File: src/rtl/rtc_bus_responder.sv
// Bus-side stand-in for the external RTC chip: synchronised A_D/CS/RD/WR bus
// decode, register file and BCD time/date counting from a clk-derived tick.
module rtc_bus_responder #(
    parameter int unsigned TICK_DIV = 100000000
) (
    input  logic       clk,
    input  logic       reset,
    input  logic       CS,
    input  logic       RD,
    input  logic       WR,
    input  logic       A_D,
    input  logic [7:0] bus_in,
    output logic [7:0] bus_out,
    output logic       bus_drive,
    output logic       sec_tick
);

    localparam int unsigned DW = (TICK_DIV > 2) ? $clog2(TICK_DIV) : 1;
    localparam logic [DW-1:0] DIV_LAST = DW'(TICK_DIV - 1);

    typedef enum logic [7:0] {
        ADDR_CTRL  = 8'h00,
        ADDR_SEC   = 8'h21,
        ADDR_MIN   = 8'h22,
        ADDR_HOUR  = 8'h23,
        ADDR_DAY   = 8'h24,
        ADDR_MONTH = 8'h25,
        ADDR_YEAR  = 8'h26
    } reg_addr_e;

    logic       cs_s1, cs_s2, rd_s1, rd_s2, wr_s1, wr_s2, wr_prev;
    logic       ad_s1, ad_s2;
    logic [7:0] bus_s1, bus_s2;

    logic [7:0] addr_latch, ctrl;
    logic [7:0] sec, min, hour, day, month, year;
    logic [7:0] sec_n, min_n, hour_n, day_n, month_n, year_n, ctrl_n, addr_n;
    logic [DW-1:0] div;
    logic       tick_pending, tick_pending_n;

    logic       write_ev, addr_write, data_write, read_active;
    logic       tick_raw, tick_now;
    logic [7:0] read_val;

    // Returns {carry, next}; anything at or above hi (including non-BCD) wraps.
    function automatic logic [8:0] bcd_inc(input logic [7:0] val,
                                           input logic [7:0] lo,
                                           input logic [7:0] hi);
        if (val >= hi)
            return {1'b1, lo};
        else if (val[3:0] == 4'h9)
            return {1'b0, val[7:4] + 4'h1, 4'h0};
        else
            return {1'b0, val + 8'h01};
    endfunction

    always_ff @(posedge clk) begin
        if (!reset) begin
            cs_s1   <= 1'b1;
            cs_s2   <= 1'b1;
            rd_s1   <= 1'b1;
            rd_s2   <= 1'b1;
            wr_s1   <= 1'b1;
            wr_s2   <= 1'b1;
            wr_prev <= 1'b1;
            ad_s1   <= 1'b0;
            ad_s2   <= 1'b0;
            bus_s1  <= '0;
            bus_s2  <= '0;
        end else begin
            cs_s1   <= CS;
            cs_s2   <= cs_s1;
            rd_s1   <= RD;
            rd_s2   <= rd_s1;
            wr_s1   <= WR;
            wr_s2   <= wr_s1;
            wr_prev <= wr_s2;
            ad_s1   <= A_D;
            ad_s2   <= ad_s1;
            bus_s1  <= bus_in;
            bus_s2  <= bus_s1;
        end
    end

    assign write_ev    = !cs_s2 && wr_prev && !wr_s2;
    assign addr_write  = write_ev && !ad_s2;
    assign data_write  = write_ev && ad_s2;
    assign read_active = !cs_s2 && !rd_s2 && wr_s2 && ad_s2;

    assign tick_raw = !ctrl[0] && (div == DIV_LAST);
    // A tick landing on a data write is held back one cycle so the cascade
    // sees the freshly written value instead of racing it.
    assign tick_now = (tick_raw && !data_write) || tick_pending;
    assign sec_tick = tick_now;

    always_comb begin
        logic [8:0] r;
        logic       c;
        sec_n          = sec;
        min_n          = min;
        hour_n         = hour;
        day_n          = day;
        month_n        = month;
        year_n         = year;
        ctrl_n         = ctrl;
        addr_n         = addr_latch;
        tick_pending_n = tick_raw && data_write;
        r              = '0;
        c              = 1'b0;

        if (tick_now) begin
            r = bcd_inc(sec, 8'h00, 8'h59);
            sec_n = r[7:0];
            c = r[8];
            if (c) begin
                r = bcd_inc(min, 8'h00, 8'h59);
                min_n = r[7:0];
                c = r[8];
            end
            if (c) begin
                r = bcd_inc(hour, 8'h00, 8'h23);
                hour_n = r[7:0];
                c = r[8];
            end
            if (c) begin
                r = bcd_inc(day, 8'h01, 8'h31);
                day_n = r[7:0];
                c = r[8];
            end
            if (c) begin
                r = bcd_inc(month, 8'h01, 8'h12);
                month_n = r[7:0];
                c = r[8];
            end
            if (c) begin
                r = bcd_inc(year, 8'h00, 8'h99);
                year_n = r[7:0];
            end
        end

        if (addr_write)
            addr_n = bus_s2;

        if (data_write) begin
            case (addr_latch)
                ADDR_CTRL:  ctrl_n  = bus_s2;
                ADDR_SEC:   sec_n   = bus_s2;
                ADDR_MIN:   min_n   = bus_s2;
                ADDR_HOUR:  hour_n  = bus_s2;
                ADDR_DAY:   day_n   = bus_s2;
                ADDR_MONTH: month_n = bus_s2;
                ADDR_YEAR:  year_n  = bus_s2;
                default:    ;
            endcase
        end
    end

    always_comb begin
        read_val = '0;
        case (addr_latch)
            ADDR_CTRL:  read_val = ctrl;
            ADDR_SEC:   read_val = sec;
            ADDR_MIN:   read_val = min;
            ADDR_HOUR:  read_val = hour;
            ADDR_DAY:   read_val = day;
            ADDR_MONTH: read_val = month;
            ADDR_YEAR:  read_val = year;
            default:    read_val = '0;
        endcase
    end

    always_ff @(posedge clk) begin
        if (!reset) begin
            addr_latch   <= '0;
            ctrl         <= '0;
            sec          <= '0;
            min          <= '0;
            hour         <= '0;
            day          <= 8'h01;
            month        <= 8'h01;
            year         <= '0;
            tick_pending <= 1'b0;
            bus_out      <= '0;
            bus_drive    <= 1'b0;
        end else begin
            addr_latch   <= addr_n;
            ctrl         <= ctrl_n;
            sec          <= sec_n;
            min          <= min_n;
            hour         <= hour_n;
            day          <= day_n;
            month        <= month_n;
            year         <= year_n;
            tick_pending <= tick_pending_n;
            bus_out      <= read_active ? read_val : '0;
            bus_drive    <= read_active;
        end
    end

    always_ff @(posedge clk) begin
        if (!reset)
            div <= '0;
        else if (data_write && (addr_latch == ADDR_SEC))
            div <= '0;
        else if (!ctrl[0])
            div <= (div == DIV_LAST) ? '0 : div + 1'b1;
    end

endmodule

File: config.mk
export PLATFORM = sky130hd
export DESIGN_NAME = rtc_bus_responder
export DESIGN_NICKNAME = d
export VERILOG_FILES = /design/src/rtl/rtc_bus_responder.sv
export SDC_FILE = /design/constraint.sdc
export NUM_CORES = 1
export LEC_CHECK = 0
export ABC_AREA = 1
export ABC_CLOCK_PERIOD_IN_PS = 1800
export CELL_PAD_IN_SITES_DETAIL_PLACEMENT = 0
export CELL_PAD_IN_SITES_GLOBAL_PLACEMENT = 1
export CORE_ASPECT_RATIO = 0.9
export CORE_MARGIN = 10
export CORE_UTILIZATION = 40
export DETAILED_ROUTE_END_ITERATION = 10
export PLACE_DENSITY_LB_ADDON = 0.2
export SYNTH_ARGS = -nofsm -noshare
export SYNTH_HDL_FRONTEND = slang
export SYNTH_SLANG_ARGS = --single-unit
File: constraint.sdc
create_clock -name clk -period 1.8 [get_ports clk]
set_input_delay 0.18 -clock clk [delete_from_list [all_inputs] [get_ports clk]]
set_output_delay 0.18 -clock clk [all_outputs]
set_load 0.01 [all_outputs]
=== After elaboration in Yosys (flattened, before gate mapping) ===
Index checks and enable logic that the tools add are counted.
Widths: inputs -> output; s select.

* Word-level logic and storage cells: 124
* Input port bits: 14
* Output and inout bits: 10
* ROM bits: 0
* Memory bits (writable): 0
* Memories kept: 0
* Bits in registers: 126
* Latch bits: 0

* Multiplexer cells: 46
* Bitwise gates (word level): 1
* Reduce and logical (&&, ||, !) cells: 22
* Multiply operators: 0
* Order comparisons: 6
* Add/sub/neg operators: 13
* Divide/modulo/power cells: 0
* Eq/ne operators: 13
* Shifts and indexed selects: 0

{| class="wikitable"
|+ Operator list
! kind !! number
|-
| $mux 8 || 30
|-
| $pmux 8 s7 || 1
|-
| $mux 9 || 6
|-
| $add 8x1->8 const B || 6
|-
| $eq 8x6->1 const B || 6
|-
| $add 27x1->27 const B || 1
|-
| $eq 27x27->1 const B || 1
|-
| $mux 27 || 1
|-
| $add 4x1->4 const B || 6
|-
| $eq 4x4->1 const B || 6
|-
| $ge 8x6->1 const B || 2
|-
| $ge 8x7->1 const B || 2
|-
| $logic_and 1x1->1 || 11
|-
| $ge 8x5->1 const B || 1
|-
| $ge 8x8->1 const B || 1
|-
| $logic_not 8->1 || 1
|-
| $mux 1 || 8
|-
| $logic_not 1->1 || 6
|-
| $reduce_and 2->1 || 2
|-
| $reduce_or 2->1 || 1
|-
| $logic_or 1x1->1 || 1
|-
| $not 1->1 || 1
|}

=== Depth between registers and ports, before layout ===
Gate-level depths: netlist (run 1).

* Depth in word-level cells: 20
* Mapped depth: 16
* Gate-level depth less buffers: 15

=== Least setup slack after synthesis (run 1) ===
Ideal clock, no wire load.

* Kind: register -> register
* Start point: reg min[0]
* End point: reg year[7]
* Required time: 1.691 ns
* Cell stages (with the launch flop): 16
* Arrival: 1.638 ns
* Slack: 0.052 ns
* Period minus slack after synthesis: 1.748 ns
* Buffers on the path: 1
* Setup time: 0.109 ns
* Cells stage by stage: dfxtp_1 -> inv_1 -> ha_1 -> nand2_1 -> nand3b_1 -> nand2_2 -> nand3_2 -> nor2_2 -> buf_4 -> nand2_1 -> nand2_1 -> nand2_1 -> nand2_1 -> nand3_1 -> nand2_1 -> inv_1

* Word-level cells in the longest chain between the ends: 14

{| class="wikitable"
|+ Ends and longest elaborated chain
! item !! line !! RTL
|-
| start: declaration || 36 || <nowiki>logic [7:0] sec, min, hour, day, month, year;</nowiki>
|-
| start signal: assignment || 189 || <nowiki>min <= min_n;</nowiki>
|-
| $ge 8x7->1 (*) || 49 || <nowiki>if (val >= hi)</nowiki>
|-
| $mux 9 (*) || 49 ||
|-
| $mux 1 (*) || 115 || <nowiki>if (c) begin</nowiki>
|-
| $mux 1 (*) || 111 || <nowiki>if (tick_now) begin</nowiki>
|-
| $mux 1 (*) || 120 || <nowiki>if (c) begin</nowiki>
|-
| $mux 1 (*) || 111 ||
|-
| $mux 1 (*) || 125 || <nowiki>if (c) begin</nowiki>
|-
| $mux 1 (*) || 111 ||
|-
| $mux 1 (*) || 130 || <nowiki>if (c) begin</nowiki>
|-
| $mux 1 (*) || 111 ||
|-
| $mux 8 (*) || 135 || <nowiki>if (c) begin</nowiki>
|-
| $mux 8 (*) || 111 ||
|-
| $mux 8 || 145 || <nowiki>case (addr_latch)</nowiki>
|-
| $mux 8 (*) || 144 || <nowiki>if (data_write) begin</nowiki>
|-
| end signal: assignment || 193 || <nowiki>year <= year_n;</nowiki>
|-
| end: declaration || 36 ||
|}

Every way passes the cells marked *; elsewhere a longest branch is shown, timed or not. The select of a mux whose other input is x is not followed.
A chain may end at the register's enable or synchronous reset.

=== Final worst setup path (run 1) ===
* Start point: reg div[1]
* End point: reg day[3]

* Word-level cells in the longest chain between the ends: 7

{| class="wikitable"
|+ Ends and longest elaborated chain
! item !! line !! RTL
|-
| start: declaration || 38 || <nowiki>logic [DW-1:0] div;</nowiki>
|-
| start signal: assignment || 206 || <nowiki>div <= (div == DIV_LAST) ? '0 : div + 1'b1;</nowiki>
|-
| $eq 27x27->1 (*) || 90 || <nowiki>assign tick_raw = !ctrl[0] && (div == DIV_LAST);</nowiki>
|-
| $logic_and 1x1->1 (*) || 90 ||
|-
| $logic_and 1x1->1 (*) || 93 || <nowiki>assign tick_now = (tick_raw && !data_write) || tick_pending;</nowiki>
|-
| $logic_or 1x1->1 (*) || 93 ||
|-
| $mux 8 (*) || 111 ||
|-
| $mux 8 || 145 ||
|-
| $mux 8 (*) || 144 ||
|-
| end signal: assignment || 191 || <nowiki>day <= day_n;</nowiki>
|-
| end: declaration || 36 ||
|}

Every way passes the cells marked *; elsewhere a longest branch is shown, timed or not.

==> key figures, run 1 <==
Worst setup path
  • Slowest CP cell: dfxtp_2
  • FF-to-FF Start: div[1]
  • Flop-to-flop setup slack: -120 ps
  • Worst Setup Start Kind: flop
  • CP top delay family: simple AND/OR/NAND/NOR gates
  • CP Max Fanout: 7
  • Crit path kind: flop to flop
  • Worst path max stage delay: 360 ps
  • Critical Path RT: 2130 ps
  • Worst path cell trace: ha_4, nand3_4, nor2_4, nand2_2, nor2_2, nand3_2, nand2_4, buf_6, buf_6, inv_4, buf_12, nand2_4, nand3_2, nand2_1, inv_1
  • Crit end category: flop
  • Worst r2r path cells: 15
  • Worst path bufs/invs: 5
  • Endpoint of the worst-slack reg-to-reg timing path: day[3]
  • Worst path arrival time: 2250 ps

Global route
  • All-Layer GR Usage: 18.3%
  • Number of global-route vias before repair: 6859
  • Gr ovfl total: 0
  • Initial antenna violation count: 0
  • Global-route wire length before repair: 34800 µm
  • Largest net degree at the start of global routing: 32

STA
  • Slew @ Worst Pin: 523 ps
  • Setup Viol. Count Final: 36
  • Hold WS: 216 ps
  • Fmax: 0.522 GHz
  • Slew margin rel.: 65.1%
  • Layout Skew: 10.2 ps
  • Period utilisation layout: 106%
  • Final Hold Viols: 0
  • Max-slew violations: 0
  • Final worst slack: -116 ps
  • Min Tclk post-route: 1920 ps
  • Unrepaired setup endpoints after global routing: true

Power
  • Total power draw: 6630 µW
  • Leak: 0.00449 µW
  • Pwr Density: 686 nW/µm²
  • Peak VDD IR: 0.637 mV

Clock tree
  • Sink Count: 126
  • Worst skew pair latency: 430 ps
  • TritonCTS clock tree: yes
  • Max clock buf depth: 2
  • Root Driver: clkbuf_16
  • Clock slew at reported path FFs: 60 ps
  • CTS Buf Count: 17
  • H-tree depth: 4

Detailed routing
  • Total Wirelength: 21600 µm
  • DRC marker count from the first detailed-route iteration: 528
  • Number of remaining DRC errors: 0
  • Vias: 7302
  • Vias/cell: 4.93
  • Routed WL per cell: 14.6 µm
  • Detail Route Antenna Nets: 0
  • DRT Pass-1 Iters: 5

Die
  • Core area: 17500 µm²
  • Die X-Extent: 160 µm
  • Die Y: 146 µm
  • Initial Util: 40.4%
  • Num rows: 46
  • I/O pin cnt: 24
  • Die ar.: 23400 µm²

Synth
  • Flops & latches, synth: 126
  • EDFF count, synth: 0
  • Syn_nets: 1093
  • Netlist Area Pre-Place: 7070 µm²
  • Post-synth ARST share: 0%
  • Post-synthesis sequential area ratio: 35.7%
  • Syn avg cell area: 6.68 µm²
  • Mapped Cells: 1059
  • Ys Warns: 0
  • Top_reg_cell synth: dfxtp_1
  • Netlist cell types: 43

Hold path
  • HP Start: reset
  • Hold depth: 3
  • Worst hold path type: input port to flop
  • Hold Path End: day[0]

Place
  • DP Wirelength: 16100 µm
  • RD Place Congestion: 0.943
  • Placed instance count: 1437
  • IO buf count: 23

Final layout
  • Post-Layout Cell Count: 1481
  • Share of cells above drive strength 1: 24.7%
  • Layout area overhead: 36.6%
  • N_diodes: 0
  • Nets: 1262

Status
  • Status: complete, but fails checks
  • Failing checks: setup timing

Job
  • Max-cap viol count: 0
## synthesized netlist by cell type (2+ instances only)
library cell	instances	area share [%]
nand2_1	212	11
inv_1	165	8.8
dfxtp_1	126	36
a21oi_1	103	7.3
nor2_1	96	5.1
nand3_1	78	5.5
o21ai_0	65	4.6
nand4_1	26	2.3
o22ai_1	21	1.9
ha_1	20	3.5
xor2_1	19	2.4
nor3_1	15	1.1
clkbuf_1	14	0.74
nand2_2	11	0.97
nor4_1	9	0.80
nor2_2	8	0.71
o21ai_1	8	0.57
buf_2	7	0.50
or2_2	6	0.53
o21bai_1	5	0.53
a31oi_1	4	0.35
inv_2	4	0.21
nor3b_1	4	0.42
xnor2_1	4	0.50
buf_4	3	0.32
nand3_2	3	0.42
nand3b_1	3	0.32
buf_8	2	0.42
nand2_4	2	0.32
nor3_2	2	0.28
o31ai_1	2	0.21
## worst min-delay path: stages
cell     delay [ps]
buf_2           170
buf_4           190
nand3_1          80
## repair_timing
action | in CTS | in global routing
resized for setup | 66 | 57
cloned | 1 | 0
buffers inserted | 3 | 8
pin swaps | 16 | 24
setup endpoints to repair | 47 | 76
hold buffers | 0 | 0
## cells by family (layout without fill, tap and decap cells)
family | after synthesis | count (layout) | share of synthesized area (%)
and+or+nand+nor | 479 | 479 | 30.6
AOI/OAI and AO/OA | 214 | 214 | 16.2
adders and majority gates | 20 | 20 | 3.54
DFF | 126 | 126 | 35.7
xor gates and xnor gates | 23 | 23 | 2.85
buffers and inverters | 197 | 379 | 11.2
## registers in the layout, summed over array words and instances, names as in the netlist
register	cells
div	27
addr_latch	8
bus_out	8
bus_s1	8
bus_s2	8
ctrl	8
day	8
hour	8
min	8
month	8
sec	8
year	8
ad_s1	1
ad_s2	1
bus_drive	1
cs_s1	1
cs_s2	1
rd_s1	1
rd_s2	1
tick_pending	1
wr_prev	1
wr_s1	1
wr_s2	1
## area by class of cell
| type | instances | area, µm² |
|---|---|---|
| clock buffers | 17 | 425 |
| repair buffers | 177 | 1500 |
| flip-flops and latches | 126 | 2530 |
| inverters | 170 | 643 |
| well taps | 240 | 300 |
| multi-input cells | 736 | 4080 |
| fillers | 1746 | 7840 |
| clock inverters | 15 | 181 |
## how the worst max path moves through the flow
stage,endpoint,startpoint,cells after the start
floorplan,year[7],min[0],15
global placement,sec_tick,div[1],8
detailed placement,year[5],min[1],14
CTS,sec_tick,div[1],8
global route,year[2],div[15],15
finish,day[3],div[1],15
## routing by layer
metal	vias to the layer above	global-route usage, %	wire length (µm)
met5	-	0	0
met1	3315	24.9	10700
li1	3800	-	-
met3	32	4.27	1060
met4	0	6.65	382
met2	155	27.4	9390
## power breakdown
part	internal, µW	total, µW	switching, µW
sequential	2820	2850	30.7
combinational	84.0	202	118
clock	2190	3580	1380
total	5100	6630	1530
## cell usage in the layout (no fill, tap or decap), types with 4 or more instances in the layout
master           count
nor2_4               6
dfxtp_2              5
nand3_1             66
nor2_2              12
a21oi_2              4
o22ai_1             19
nand4_1             26
a21oi_1             99
xnor2_1              4
nand2_2             25
ha_1                15
o21bai_1             5
a31oi_1              4
inv_6                6
dfxtp_1            120
o21ai_1             11
inv_2               14
nand2_4              9
clkbuf_16           17
xor2_1              19
nor3b_1              4
buf_4              139
nand3_2             12
inv_1              154
or2_2                6
nor3_1              12
buf_6                9
clkdlybuf4s50_1     21
nor3_2               4
buf_12               4
nor4_1               6
nor2_1              87
nand2_1            191
o21ai_0             61
## stage by stage
stage	cell area [µm²]	setup slack [ps]	TNS (ps)	util, %
finish	9660	-116	-2050	55.2
global route	9660	-272	-9110	55.2
CTS	9410	-78.9	-1090	53.8
detailed placement	8540	-146	-2910	48.8
global placement	8540	-117	-2450	48.8
floorplan	7070	52.5	0	-
(Power assumes the default switching activity.)
==> run 2: changes to the inputs <==
Settings changed: CAP_MARGIN set to 25, CORE_MARGIN 10 to 2.
==> key figures, run 2 (same netlist as run 1, synthesis figures left out) <==
Status
  • Status: complete, but fails checks (unchanged)
  • Failing checks: setup timing (unchanged)

Power
  • Pwr Density: 664 nW/µm² (was 686 nW/µm²)
  • Peak VDD IR: 0.578 mV (was 0.637 mV)
  • Leak: 0.00450 µW (was 0.00449 µW)

Clock tree
  • Sink Count: 126 (unchanged)
  • CTS Buf Count: 17 (unchanged)
  • Clock slew at reported path FFs: 60 ps (about the same)
  • H-tree depth: 4 (unchanged)
  • Root Driver: clkbuf_16 (unchanged)
  • TritonCTS clock tree: yes (unchanged)
  • Hold-fix buffers, CTS: 0 (unchanged)
  • Max clock buf depth: 2 (unchanged)
  • Worst skew pair latency: 420 ps (was 430 ps)

Final layout
  • Final instance area: 9840 µm² (was 9660 µm²)
  • Most common cell after layout, fill and taps aside: nand2_1 (unchanged)
  • Top reg by flops: div (unchanged)
  • Max reg flops: 27 (unchanged)
  • Layout fillers: 1728 (was 1746)
  • N_diodes: 0 (unchanged)
  • Layout area overhead: 39.2% (was 36.6%)
  • Nets: 1250 (was 1262)
  • Share of cells above drive strength 1: 28.6% (was 24.7%)
  • Most frequent cells in the layout: 183 x nand2_1, 152 x inv_1, 124 x buf_4, 112 x dfxtp_1, 86 x a21oi_1 (was 191 x nand2_1, 154 x inv_1, 139 x buf_4, 120 x dfxtp_1, 99 x a21oi_1)

Worst setup path
  • Worst Setup Start Kind: flop (unchanged)
  • Worst path cell trace: ha_4, nand3_2, nor2_2, nand2_2, nor2_2, nand3_2, nand2_8, buf_6 (was ha_4, nand3_4, nor2_4, nand2_2, nor2_2, nand3_2, nand2_4, buf_6, buf_6, inv_4, buf_12, nand2_4, nand3_2, nand2_1, inv_1)
  • Slowest CP cell: dfxtp_2 (unchanged)
  • Worst path bufs/invs: 1 (was 5)
  • FF-to-FF Start: div[1] (unchanged)
  • CP Max Fanout: 5 (was 7)
  • Worst path max stage delay: 360 ps (about the same)
  • Crit end category: output pin (was flop)
  • CP Launch Point: div[1] (unchanged)
  • CP top delay family: simple AND/OR/NAND/NOR gates (unchanged)
  • Critical Path RT: 1620 ps (was 2130 ps)
  • Crit path kind: flop to output pin (was flop to flop)
  • Worst path arrival time: 1690 ps (was 2250 ps)

Job
  • Max-cap viol count: 0 (unchanged)

Global route
  • Gr ovfl total: 0 (unchanged)
  • Number of global-route vias before repair: 6650 (was 6859)
  • Global-route wire length before repair: 34200 µm (was 34800 µm)
  • Initial antenna violation count: 0 (unchanged)
  • Largest net degree at the start of global routing: 53 (was 32)
  • All-Layer GR Usage: 23.6% (was 18.3%)

STA
  • Min Tclk post-route: 1870 ps (was 1920 ps)
  • Slew margin rel.: 65.6% (was 65.1%)
  • Unrepaired setup endpoints after global routing: true (unchanged)
  • Period utilisation layout: 104% (was 106%)
  • Slew @ Worst Pin: 516 ps (was 523 ps)
  • Setup Viol. Count Final: 16 (was 36)
  • Layout Skew: 10.0 ps (was 10.2 ps)
  • Setup TNS: -378 ps (was -2050 ps)
  • Final Hold Viols: 0 (unchanged)
  • Max-slew violations: 0 (unchanged)
  • Final worst slack: -72.1 ps (was -116 ps)
  • Fmax: 0.534 GHz (was 0.522 GHz)
  • Hold WS: 129 ps (was 216 ps)

Die
  • Num rows: 46 (unchanged)
  • Die ar.: 18800 µm² (was 23400 µm²)
  • Core area: 17500 µm² (unchanged)
  • Die Y: 130 µm (was 146 µm)
  • Die X-Extent: 144 µm (was 160 µm)
  • I/O pin cnt: 24 (unchanged)
  • Initial Util: 40.4% (unchanged)

Detailed routing
  • DRT Pass-1 Iters: 5 (unchanged)
  • Detail Route Antenna Nets: 0 (unchanged)
  • Vias: 7367 (was 7302)
  • Vias/cell: 5.01 (was 4.93)
  • Total Wirelength: 21800 µm (was 21600 µm)
  • Number of remaining DRC errors: 0 (unchanged)
  • Routed WL per cell: 14.9 µm (was 14.6 µm)
  • DRC marker count from the first detailed-route iteration: 476 (was 528)

Place
  • DP Wirelength: 15800 µm (was 16100 µm)
  • IO buf count: 23 (unchanged)
  • Placed Area: 8470 µm² (was 8540 µm²)
  • RD Place Congestion: 0.868 (was 0.943)

Hold path
  • HP Start: reset (unchanged)
  • Worst hold path type: input port to flop (unchanged)
## run 2: changes by cell type in the layout (fill, tap and decap cells not counted), sizes merged
cell | previous run | this run
clkbuf | 17 | 18
inv | 176 | 175
clkinvlp | 2 | 3
buf | 156 | 144
bufinv | 3 | 2
## run 2: final timing paths
path	to	slack [ps]	cells after the start
max	sec_tick	-70	8
min	wr_prev	130	3
max reg2reg	sec[4]	-40	13
min reg2reg	bus_s2[1]	410	2
## run 2: area by class of cell
cell class / count / area, µm² / share of cell area, %
inverters: 170 / 653 / 6.64
repair buffers: 165 / 1420 / 14.4
clock buffers: 18 / 439 / 4.46
multi-input cells: 736 / 4330 / 44.0
flip-flops and latches: 126 / 2540 / 25.9
well taps: 240 / 300 / 3.05
clock inverters: 14 / 158 / 1.60
## run 2: worst min-delay path, cell delays in order
cell and delay [ps]:
buf_2 120, buf_4 150, nand2_1 50
## run 2: routing by layer
layer,GRT usage (%),routed length [µm],part of all wire [%]
met5,0,0,0
met4,5.94,352,1.6
met2,37.1,9890,45
met1,33.3,10500,48
met3,4.92,1070,4.9
## run 2: per-stage QoR
step	setup slack, ps	utilization (%)	total power, µW	cells
CTS	-75.9	53.0	6600	1462
global placement	-92.7	48.4	3110	1427
detailed placement	-116	48.4	3110	1427
global route	-153	56.3	6760	1469
finish	-72.1	56.3	6530	1469
floorplan	52.5	-	3000	1059
## run 2: repair_timing
| action | in CTS | in global routing |
|---|---|---|
| setup buffers | 6 | 8 |
| gates resized for setup | 56 | 147 |
| pin swaps | 18 | 55 |
| endpoints found under the setup margin | 45 | 65 |
| endpoints found under the hold margin | 0 | 0 |
## run 2: where the power goes
group | switching, µW | internal (µW) | total [µW]
logic | 124 | 83.5 | 208
registers | 26.7 | 2820 | 2850
clock network | 1380 | 2100 | 3480
total | 1530 | 5000 | 6530
==> run 3: changes to the inputs <==
Settings changed: ABC_CLOCK_PERIOD_IN_PS 1800 to not set.
==> results of run 3 <==
No change in the layout: final DEF, timing and power equal those of run 2.
